--- src/rtl/spi_pkg.sv ---
`default_nettype none
// ============================================================================
//  Module   : spi_pkg
//  Purpose  : Shared widths, SPI slave FSM state type, SIZE field codes and
//             the SIZE -> significant-bit mask helper.
//  Revision : 1.0  initial release
// ============================================================================
package spi_pkg;

    localparam int DWIDTH = 32;   // data field / register width
    localparam int AWIDTH = 8;    // address field width

    // Slave frame decoder states
    typedef enum logic [2:0] {
        IDLE = 3'd0,
        CMD  = 3'd1,
        ADDR = 3'd2,
        DATA = 3'd3,
        DONE = 3'd4
    } slv_state_t;

    // SIZE field codes (1x selects the full data width)
    localparam logic [1:0] SZ_BYTE = 2'b00;
    localparam logic [1:0] SZ_HALF = 2'b01;
    localparam logic [1:0] SZ_WORD = 2'b10;

    // Mask of the significant low bits for a given SIZE code
    function automatic logic [DWIDTH-1:0] size_mask(input logic [1:0] size);
        logic [DWIDTH-1:0] mask;
        mask = '1;
        case (size)
            SZ_BYTE:       mask = {{(DWIDTH-8){1'b0}}, 8'hFF};
            SZ_HALF:       mask = {{(DWIDTH-16){1'b0}}, 16'hFFFF};
            SZ_WORD, 2'b11: mask = '1;
            default:       mask = '1;
        endcase
        return mask;
    endfunction

endpackage
`default_nettype wire

--- src/rtl/spi_slave_responder_if.sv ---
`default_nettype none
// ============================================================================
//  Module   : spi_slave_responder_if
//  Purpose  : SPI pins plus the completed-frame report of one slave endpoint.
//             slave modport = endpoint side, master modport = driver side.
//  Revision : 1.0  initial release
// ============================================================================
interface spi_slave_responder_if;
    import spi_pkg::*;

    logic              spi_sclk;
    logic              spi_cs_n;
    logic              spi_mosi;
    logic              spi_miso;
    logic              spi_miso_oe;
    logic              frame_done;
    logic              frame_wr;
    logic [AWIDTH-1:0] frame_addr;
    logic [DWIDTH-1:0] frame_data;
    logic              frame_err;

    modport slave (
        input  spi_sclk, spi_cs_n, spi_mosi,
        output spi_miso, spi_miso_oe,
        output frame_done, frame_wr, frame_addr, frame_data, frame_err
    );

    modport master (
        output spi_sclk, spi_cs_n, spi_mosi,
        input  spi_miso, spi_miso_oe,
        input  frame_done, frame_wr, frame_addr, frame_data, frame_err
    );

endinterface
`default_nettype wire

--- src/rtl/spi_slv_regfile.sv ---
`default_nettype none
// ============================================================================
//  Module   : spi_slv_regfile
//  Purpose  : DEPTH x DWIDTH register file, one bit-masked write port and one
//             combinational read port, asynchronously cleared.
//  Revision : 1.0  initial release
// ============================================================================
module spi_slv_regfile
    import spi_pkg::*;
#(
    parameter int DEPTH = 16,
    parameter int AW    = 4
) (
    input  wire              clk,
    input  wire              rst_n,
    input  wire              i_we,
    input  wire [AW-1:0]     i_waddr,
    input  wire [DWIDTH-1:0] i_wdata,
    input  wire [DWIDTH-1:0] i_wmask,
    input  wire [AW-1:0]     i_raddr,
    output logic [DWIDTH-1:0] o_rdata
);

    logic [DWIDTH-1:0] r_mem [DEPTH];

    // Masked write: bits outside i_wmask keep their old value
    always_ff @(posedge clk or negedge rst_n) begin
        if (!rst_n) begin
            for (int i = 0; i < DEPTH; i++) begin
                r_mem[i] <= '0;
            end
        end else if (i_we) begin
            r_mem[i_waddr] <= (r_mem[i_waddr] & ~i_wmask) | (i_wdata & i_wmask);
        end
    end

    assign o_rdata = r_mem[i_raddr];

endmodule
`default_nettype wire

--- src/rtl/spi_slave_responder.sv ---
`default_nettype none
// ============================================================================
//  Module   : spi_slave_responder
//  Purpose  : Oversampling SPI mode-0 slave decoding {WR_EN, SIZE, ADDR, DATA}
//             frames into a local register file; reads are returned on MISO.
//  Config   : SPI_SLV_ERR_EN - when defined, frame_err pulses on aborted and
//             over-length frames; otherwise frame_err is tied low.
//  Revision : 1.0  initial release
// ============================================================================
module spi_slave_responder
    import spi_pkg::*;
#(
    parameter int DEPTH    = 16,
    parameter int SYNC_STG = 2
) (
    input  wire clk,
    input  wire rst_n,
    spi_slave_responder_if.slave bus
);

    localparam int c_AW = (DEPTH > 1) ? $clog2(DEPTH) : 1;
    localparam int c_CW = $clog2((DWIDTH > AWIDTH) ? DWIDTH : AWIDTH);

    localparam logic [c_CW-1:0] c_CMD_LAST  = c_CW'(2);
    localparam logic [c_CW-1:0] c_ADDR_LAST = c_CW'(AWIDTH - 1);
    localparam logic [c_CW-1:0] c_DATA_LAST = c_CW'(DWIDTH - 1);

    // ------------------------------------------------------------------
    // Input synchronizers and edge detection
    // ------------------------------------------------------------------
    logic [SYNC_STG-1:0] r_sclk_sync;
    logic [SYNC_STG-1:0] r_cs_sync;
    logic [SYNC_STG-1:0] r_mosi_sync;
    logic                r_sclk_prev;
    logic                r_cs_prev;

    // Bring the asynchronous SPI pins into the clk domain
    always_ff @(posedge clk or negedge rst_n) begin
        if (!rst_n) begin
            r_sclk_sync <= '0;
            r_cs_sync   <= '0;
            r_mosi_sync <= '0;
            r_sclk_prev <= 1'b0;
            r_cs_prev   <= 1'b0;
        end else begin
            r_sclk_sync <= {r_sclk_sync[SYNC_STG-2:0], bus.spi_sclk};
            r_cs_sync   <= {r_cs_sync[SYNC_STG-2:0],   bus.spi_cs_n};
            r_mosi_sync <= {r_mosi_sync[SYNC_STG-2:0], bus.spi_mosi};
            r_sclk_prev <= r_sclk_sync[SYNC_STG-1];
            r_cs_prev   <= r_cs_sync[SYNC_STG-1];
        end
    end

    logic w_sclk_s, w_cs_s, w_mosi_s;
    logic w_sclk_rise, w_sclk_fall, w_cs_rise, w_cs_fall;

    assign w_sclk_s    = r_sclk_sync[SYNC_STG-1];
    assign w_cs_s      = r_cs_sync[SYNC_STG-1];
    assign w_mosi_s    = r_mosi_sync[SYNC_STG-1];
    assign w_sclk_rise =  w_sclk_s & ~r_sclk_prev;
    assign w_sclk_fall = ~w_sclk_s &  r_sclk_prev;
    assign w_cs_rise   =  w_cs_s   & ~r_cs_prev;
    assign w_cs_fall   = ~w_cs_s   &  r_cs_prev;

    // ------------------------------------------------------------------
    // Frame decoder state
    // ------------------------------------------------------------------
    slv_state_t          r_state;
    logic [c_CW-1:0]     r_bit_cnt;
    logic [DWIDTH-2:0]   r_shift_in;
    logic [DWIDTH-1:0]   r_shift_out;
    logic                r_wr;
    logic [1:0]          r_size;
    logic [AWIDTH-1:0]   r_addr;
    logic [DWIDTH-1:0]   r_fin_data;
    logic                r_done_pend;
    logic                r_miso;
    logic                r_oe;
    logic                r_frame_done;
    logic                r_frame_wr;
    logic [AWIDTH-1:0]   r_frame_addr;
    logic [DWIDTH-1:0]   r_frame_data;
`ifdef SPI_SLV_ERR_EN
    logic                r_frame_err;
    logic                r_extra;
`endif

    // Shift register contents including the bit arriving on this rise
    logic [DWIDTH-1:0]   w_data_word;
    logic [AWIDTH-1:0]   w_addr_word;
    logic [DWIDTH-1:0]   w_wmask;
    logic [DWIDTH-1:0]   w_rdata;
    logic                w_we;
    logic                w_abort;

    assign w_data_word = {r_shift_in, w_mosi_s};
    assign w_addr_word = w_data_word[AWIDTH-1:0];
    assign w_wmask     = size_mask(r_size);
    assign w_we        = (r_state == DATA) && w_sclk_rise && !w_cs_rise &&
                         r_wr && (r_bit_cnt == c_DATA_LAST);
    assign w_abort     = w_cs_rise &&
                         (r_state == CMD || r_state == ADDR || r_state == DATA);

    spi_slv_regfile #(
        .DEPTH (DEPTH),
        .AW    (c_AW)
    ) u_regfile (
        .clk     (clk),
        .rst_n   (rst_n),
        .i_we    (w_we),
        .i_waddr (r_addr[c_AW-1:0]),
        .i_wdata (w_data_word),
        .i_wmask (w_wmask),
        .i_raddr (w_addr_word[c_AW-1:0]),
        .o_rdata (w_rdata)
    );

    // Frame FSM: field counting, shift in/out, MISO drive and frame report
    always_ff @(posedge clk or negedge rst_n) begin
        if (!rst_n) begin
            r_state      <= IDLE;
            r_bit_cnt    <= '0;
            r_shift_in   <= '0;
            r_shift_out  <= '0;
            r_wr         <= 1'b0;
            r_size       <= '0;
            r_addr       <= '0;
            r_fin_data   <= '0;
            r_done_pend  <= 1'b0;
            r_miso       <= 1'b0;
            r_oe         <= 1'b0;
            r_frame_done <= 1'b0;
            r_frame_wr   <= 1'b0;
            r_frame_addr <= '0;
            r_frame_data <= '0;
`ifdef SPI_SLV_ERR_EN
            r_frame_err  <= 1'b0;
            r_extra      <= 1'b0;
`endif
        end else begin
            r_frame_done <= 1'b0;
`ifdef SPI_SLV_ERR_EN
            r_frame_err  <= 1'b0;
`endif
            // Report lags the register update by one cycle
            if (r_done_pend) begin
                r_done_pend  <= 1'b0;
                r_frame_done <= 1'b1;
                r_frame_wr   <= r_wr;
                r_frame_addr <= r_addr;
                r_frame_data <= r_fin_data;
            end

            if (w_abort) begin
                r_state <= IDLE;
                r_oe    <= 1'b0;
                r_miso  <= 1'b0;
`ifdef SPI_SLV_ERR_EN
                r_frame_err <= 1'b1;
`endif
            end else begin
                case (r_state)
                    IDLE: begin
                        if (w_cs_fall) begin
                            r_state   <= CMD;
                            r_bit_cnt <= '0;
                        end
                    end

                    CMD: begin
                        if (w_sclk_rise) begin
                            r_shift_in <= w_data_word[DWIDTH-2:0];
                            if (r_bit_cnt == c_CMD_LAST) begin
                                r_wr      <= r_shift_in[1];
                                r_size    <= {r_shift_in[0], w_mosi_s};
                                r_state   <= ADDR;
                                r_bit_cnt <= '0;
                            end else begin
                                r_bit_cnt <= r_bit_cnt + c_CW'(1);
                            end
                        end
                    end

                    ADDR: begin
                        if (w_sclk_rise) begin
                            r_shift_in <= w_data_word[DWIDTH-2:0];
                            if (r_bit_cnt == c_ADDR_LAST) begin
                                r_addr    <= w_addr_word;
                                r_state   <= DATA;
                                r_bit_cnt <= '0;
                                // Read data is frozen here; later writes cannot race it
                                if (!r_wr) begin
                                    r_shift_out <= w_rdata & w_wmask;
                                    r_fin_data  <= w_rdata & w_wmask;
                                end
                            end else begin
                                r_bit_cnt <= r_bit_cnt + c_CW'(1);
                            end
                        end
                    end

                    DATA: begin
                        if (w_sclk_rise) begin
                            r_shift_in <= w_data_word[DWIDTH-2:0];
                            if (r_bit_cnt == c_DATA_LAST) begin
                                r_state     <= DONE;
                                r_done_pend <= 1'b1;
                                if (r_wr) begin
                                    r_fin_data <= w_data_word & w_wmask;
                                end
`ifdef SPI_SLV_ERR_EN
                                r_extra <= 1'b0;
`endif
                            end else begin
                                r_bit_cnt <= r_bit_cnt + c_CW'(1);
                            end
                        end else if (w_sclk_fall && !r_wr) begin
                            r_oe        <= 1'b1;
                            r_miso      <= r_shift_out[DWIDTH-1];
                            r_shift_out <= {r_shift_out[DWIDTH-2:0], 1'b0};
                        end
                    end

                    DONE: begin
                        if (w_cs_rise) begin
                            r_state <= IDLE;
                            r_oe    <= 1'b0;
                            r_miso  <= 1'b0;
                        end
`ifdef SPI_SLV_ERR_EN
                        else if (w_sclk_rise && !r_extra) begin
                            r_extra     <= 1'b1;
                            r_frame_err <= 1'b1;
                        end
`endif
                    end

                    default: r_state <= IDLE;
                endcase
            end
        end
    end

    assign bus.spi_miso    = r_miso & r_oe;
    assign bus.spi_miso_oe = r_oe;
    assign bus.frame_done  = r_frame_done;
    assign bus.frame_wr    = r_frame_wr;
    assign bus.frame_addr  = r_frame_addr;
    assign bus.frame_data  = r_frame_data;
`ifdef SPI_SLV_ERR_EN
    assign bus.frame_err   = r_frame_err;
`else
    assign bus.frame_err   = 1'b0;
`endif

endmodule
`default_nettype wire
--- src/flat_wrapper.sv ---
// flat-port wrapper written by rule: the top's interface ports become plain ports
module spi_slave_responder_flat import spi_pkg::*;
#(
    parameter int DEPTH    = 16,
    parameter int SYNC_STG = 2
)
  (clk, rst_n, bus_spi_sclk, bus_spi_cs_n, bus_spi_mosi, bus_spi_miso, bus_spi_miso_oe, bus_frame_done, bus_frame_wr, bus_frame_addr, bus_frame_data, bus_frame_err);
  spi_slave_responder_if bus_i ();
  input  wire clk;
  input  wire rst_n;
  input wire logic [$bits(bus_i.spi_sclk)-1:0] bus_spi_sclk;
  input wire logic [$bits(bus_i.spi_cs_n)-1:0] bus_spi_cs_n;
  input wire logic [$bits(bus_i.spi_mosi)-1:0] bus_spi_mosi;
  output wire logic [$bits(bus_i.spi_miso)-1:0] bus_spi_miso;
  output wire logic [$bits(bus_i.spi_miso_oe)-1:0] bus_spi_miso_oe;
  output wire logic [$bits(bus_i.frame_done)-1:0] bus_frame_done;
  output wire logic [$bits(bus_i.frame_wr)-1:0] bus_frame_wr;
  output wire logic [$bits(bus_i.frame_addr)-1:0] bus_frame_addr;
  output wire logic [$bits(bus_i.frame_data)-1:0] bus_frame_data;
  output wire logic [$bits(bus_i.frame_err)-1:0] bus_frame_err;
  assign bus_i.spi_sclk = bus_spi_sclk;
  assign bus_i.spi_cs_n = bus_spi_cs_n;
  assign bus_i.spi_mosi = bus_spi_mosi;
  assign bus_spi_miso = bus_i.spi_miso;
  assign bus_spi_miso_oe = bus_i.spi_miso_oe;
  assign bus_frame_done = bus_i.frame_done;
  assign bus_frame_wr = bus_i.frame_wr;
  assign bus_frame_addr = bus_i.frame_addr;
  assign bus_frame_data = bus_i.frame_data;
  assign bus_frame_err = bus_i.frame_err;
  spi_slave_responder #(.DEPTH(DEPTH), .SYNC_STG(SYNC_STG)) u_core (.clk(clk), .rst_n(rst_n), .bus(bus_i));
endmodule
--- config.mk ---
export PLATFORM = sky130hd
export DESIGN_NAME = spi_slave_responder_flat
export DESIGN_NICKNAME = d
export VERILOG_FILES = /design/src/rtl/spi_pkg.sv /design/src/rtl/spi_slave_responder_if.sv /design/src/rtl/spi_slv_regfile.sv /design/src/rtl/spi_slave_responder.sv /design/src/flat_wrapper.sv
export SDC_FILE = /design/constraint.sdc
export NUM_CORES = 1
export LEC_CHECK = 0
export CAP_MARGIN = 20
export CORE_AREA = 2 2 312 314
export DETAILED_ROUTE_END_ITERATION = 7
export DIE_AREA = 0 0 314 316
export HOLD_SLACK_MARGIN = 0.15
export PLACE_DENSITY = 0.65
export SYNTH_ARGS = -nofsm -noshare
export SYNTH_HDL_FRONTEND = slang
export SYNTH_HIERARCHICAL = 1
export SYNTH_SLANG_ARGS = --single-unit
--- constraint.sdc ---
create_clock -name clk -period 3.2 [get_ports clk]
set_clock_uncertainty 0.1 [all_clocks]
set_input_delay 0.48 -clock clk [delete_from_list [all_inputs] [get_ports clk]]
set_output_delay 0.48 -clock clk [all_outputs]
set_load 0.01 [all_outputs]
==> results.tsv <==
metric	value	unit
async_flop_share	100	%
total_power	21900	µW
rr_endpoint	u_core/u_regfile/r_mem[489]	
holdPathEnd	u_core/r_sclk_sync[0]	
synthTopCellsByArea	dfrtp_1 (45%), mux2i_1 (19%), mux4_2 (11%), a31oi_1 (7.4%), mux2_2 (2.6%)	
timing.final.max_slew_violations	0	
syn_area	38000	µm²
numCtsBuffers	72	
die_area	99200	µm²
grt.overflow.total	0	
cp-end-kind	register	
cts_tree	done	
coreArea	96000	µm²
grt_max_degree	96	
path_class	reg2reg	
required	3.59	ns
yosys_warnings	6	
final_hold_viol_count	0	
powerDensity	512	nW/µm²
syn_to_final_growth	12.5	%
grt_antenna_before_repair	2	
dp_cells	4293	
synth_top_family_by_area	multiplexers	
status	completed	
synth_xor_area_share	0	%
cts-root-buf	clkbuf_16	
slew_headroom	22.9	%
hp-class	in2reg	
synth_seq_cells	679	
fin_area	42800	µm²
layout_min_cycle_time	3.01	ns
wl	109000	µm
cts_sinks	679	
synth_largest_area_cell	dfrtp_1	
fin_cells	4430	
cp_max_fo	15	
netlist.area_leader.share	44.7	%
ant_nets	0	
dp_hpwl	66700	µm
synth_edf_count	0	
irDropWorstVdd	0.310	mV
synth.most_common_cell	mux2i_1	
tightest_slew	1.15	ns
post-route-util	44.6	%
syn_inst	3126	
drc	0	
ys_types	62	
firstDrtPassIters	5	
synth_compound_area_share	12.0	%
min_from	bus_spi_sclk	
die_h	316	µm
grt_pass1_wl	169000	µm
dr_total_vias	27156	
placed_area	40300	µm²
wl_per_cell	24.7	µm
clkLatencyLatePin	0.62	ns
rows	114	
p_leak	0.0164	µW
cts_buffer_depth	3	
min_period_over_period	94.0	%
die_w	314	µm
drt-initial-drc-count	3382	
hold_depth	1	
yosys.area_share.simple	4.84	%
cts_max_level	3	
fill_cells	8775	
port_buffers	48	
synth_top_cells_by_count	mux2i_1 (712), dfrtp_1 (679), a31oi_1 (451)	
synth_mux_area_share	33.2	%
setup_viol	0	
drive_gt1_share	20.3	%
fmax	333	MHz
setup_ws	0.193	ns
r2r.worst_path.cells	13	
syn_area_per_cell	12.2	µm²
maxCapViolCount	0	
grt_pass1_vias	27063	
clkSlewWorstSetupHoldPaths	0.06	ns
nets	3109	
arrival	3.39	ns
r2r_start	u_core/r_bit_cnt[1]	
regToRegSetupSlack	0.19	ns
start_util	39.6	%
synth-adder-area-share	0.0987	%
gr-usage-all-layers	21.8	%
place_congestion	0.849	
critPathLaunchType	register	
dpl_worst_slack	0.100	ns
vias_per_cell	6.13	
ys_seq_area_share	44.7	%
io_pins	50	
synthFlopType	dfrtp_1	
## metal layers
layer,track usage (%),wire length (µm)
met2,34.7,51400
met3,4.19,8330
met5,0,0
met1,30.4,47200
met4,5.95,2430
## report_power, final
part | internal (µW) | switching, µW
sequential | 8710 | 367
clock | 4890 | 3510
combinational | 1390 | 3070
## metrics by stage
step	TNS (ns)	hold slack [ns]
floorplan	0	0.0844
global placement	0	0.249
detailed placement	0	0.236
CTS	0	0.174
global route	-0.0149	0.203
finish	0	0.201
## state kept, by name (all words and copies together), names as in the netlist
name	cells
u_core/bus.frame_addr	8
u_core/bus.frame_data	32
u_core/bus.frame_done	1
u_core/bus.frame_wr	1
u_core/bus.spi_miso_oe	1
u_core/r_addr	8
u_core/r_bit_cnt	5
u_core/r_cs_prev	1
u_core/r_cs_sync	2
u_core/r_done_pend	1
u_core/r_fin_data	32
u_core/r_miso	1
u_core/r_mosi_sync	2
u_core/r_sclk_prev	1
u_core/r_sclk_sync	2
u_core/r_shift_in	31
u_core/r_shift_out	32
u_core/r_size	2
u_core/r_state	3
u_core/r_wr	1
u_core/u_regfile/r_mem	512
## how the worst max path moves through the flow
| stage | start | endpoint | slack [ns] | cells after the start |
|---|---|---|---|---|
| floorplan | u_core/r_state[0] | u_core/u_regfile/r_mem[504] | 0.28 | 13 |
| global placement | u_core/r_bit_cnt[0] | u_core/u_regfile/r_mem[491] | 0.14 | 12 |
| detailed placement | u_core/r_bit_cnt[0] | u_core/u_regfile/r_mem[491] | 0.10 | 12 |
| CTS | u_core/r_bit_cnt[0] | u_core/u_regfile/r_mem[491] | 0.05 | 12 |
| global route | u_core/r_bit_cnt[1] | u_core/u_regfile/r_mem[499] | -0.01 | 13 |
| finish | u_core/r_bit_cnt[1] | u_core/u_regfile/r_mem[489] | 0.19 | 13 |
## layout by cell type, fill, tap and decap left out, drive strengths merged, types with 4 or more instances in the layout
| cell type | Yosys | layout |
|---|---|---|
| nand2b | 39 | 39 |
| a21oi | 107 | 107 |
| dfrtp | 679 | 679 |
| and3 | 25 | 25 |
| nand3b | 7 | 7 |
| nor3 | 6 | 6 |
| nor2b | 4 | 4 |
| nor2 | 142 | 142 |
| a31oi | 451 | 451 |
| and2 | 12 | 12 |
| clkbuf | 155 | 111 |
| o21ai | 86 | 86 |
| a221oi | 25 | 25 |
| nand2 | 97 | 97 |
| bufinv | 0 | 4 |
| conb | 2 | 17 |
| mux2i | 712 | 712 |
| buf | 185 | 175 |
| nand3 | 15 | 15 |
| or3b | 4 | 4 |
| o22ai | 33 | 33 |
| clkinv | 0 | 12 |
| mux4 | 192 | 192 |
| a2bb2oi | 7 | 7 |
| a22o | 4 | 4 |
| o31ai | 9 | 9 |
| mux2 | 99 | 99 |
| clkdlybuf4s50 | 0 | 47 |
| nor3b | 4 | 4 |
## cell families (layout without fill, tap and decap cells)
logic type	Yosys count	in the layout
adder cells (fa/ha/maj)	3	3
AND/OR/NAND/NOR	364	364
multiplexers	1003	1003
AO/OA/AOI/OAI	732	732
buffers and inverters	343	355
flip-flops	679	679
other	2	18
## timing repair
action                                  CTS  global route
endpoints found under the setup margin    0            74
endpoints found under the hold margin    44             0
setup buffers                             0             5
hold buffers                              1             0
gates resized for setup                   0             3
## worst max-delay path, stage by stage (launching register included)
cell and delay, ns:
dfrtp_1 0.39, ha_2 0.22, and3_1 0.16, ha_2 0.21, nand3_1 0.10, nor2_1 0.14, and2_1 0.24, buf_12 0.15
nor3b_4 0.24, nor3b_4 0.25, buf_4 0.20, buf_4 0.16, clkbuf_16 0.20, a31oi_1 0.10
## area by class of cell
class                   instances  area [µm²]  share of cell area, %
diodes                          1        2.50                0.00584
clock buffers                 108        2120                   4.95
clock inverters                18         203                  0.473
inverters                       3        11.3                 0.0263
multi-input cells            2119       19200                   44.8
flip-flops and latches        679       17000                   39.7
well taps                    1276        1600                   3.73
repair buffers                226        2670                   6.23
Power figures use the tool's default switching activity.
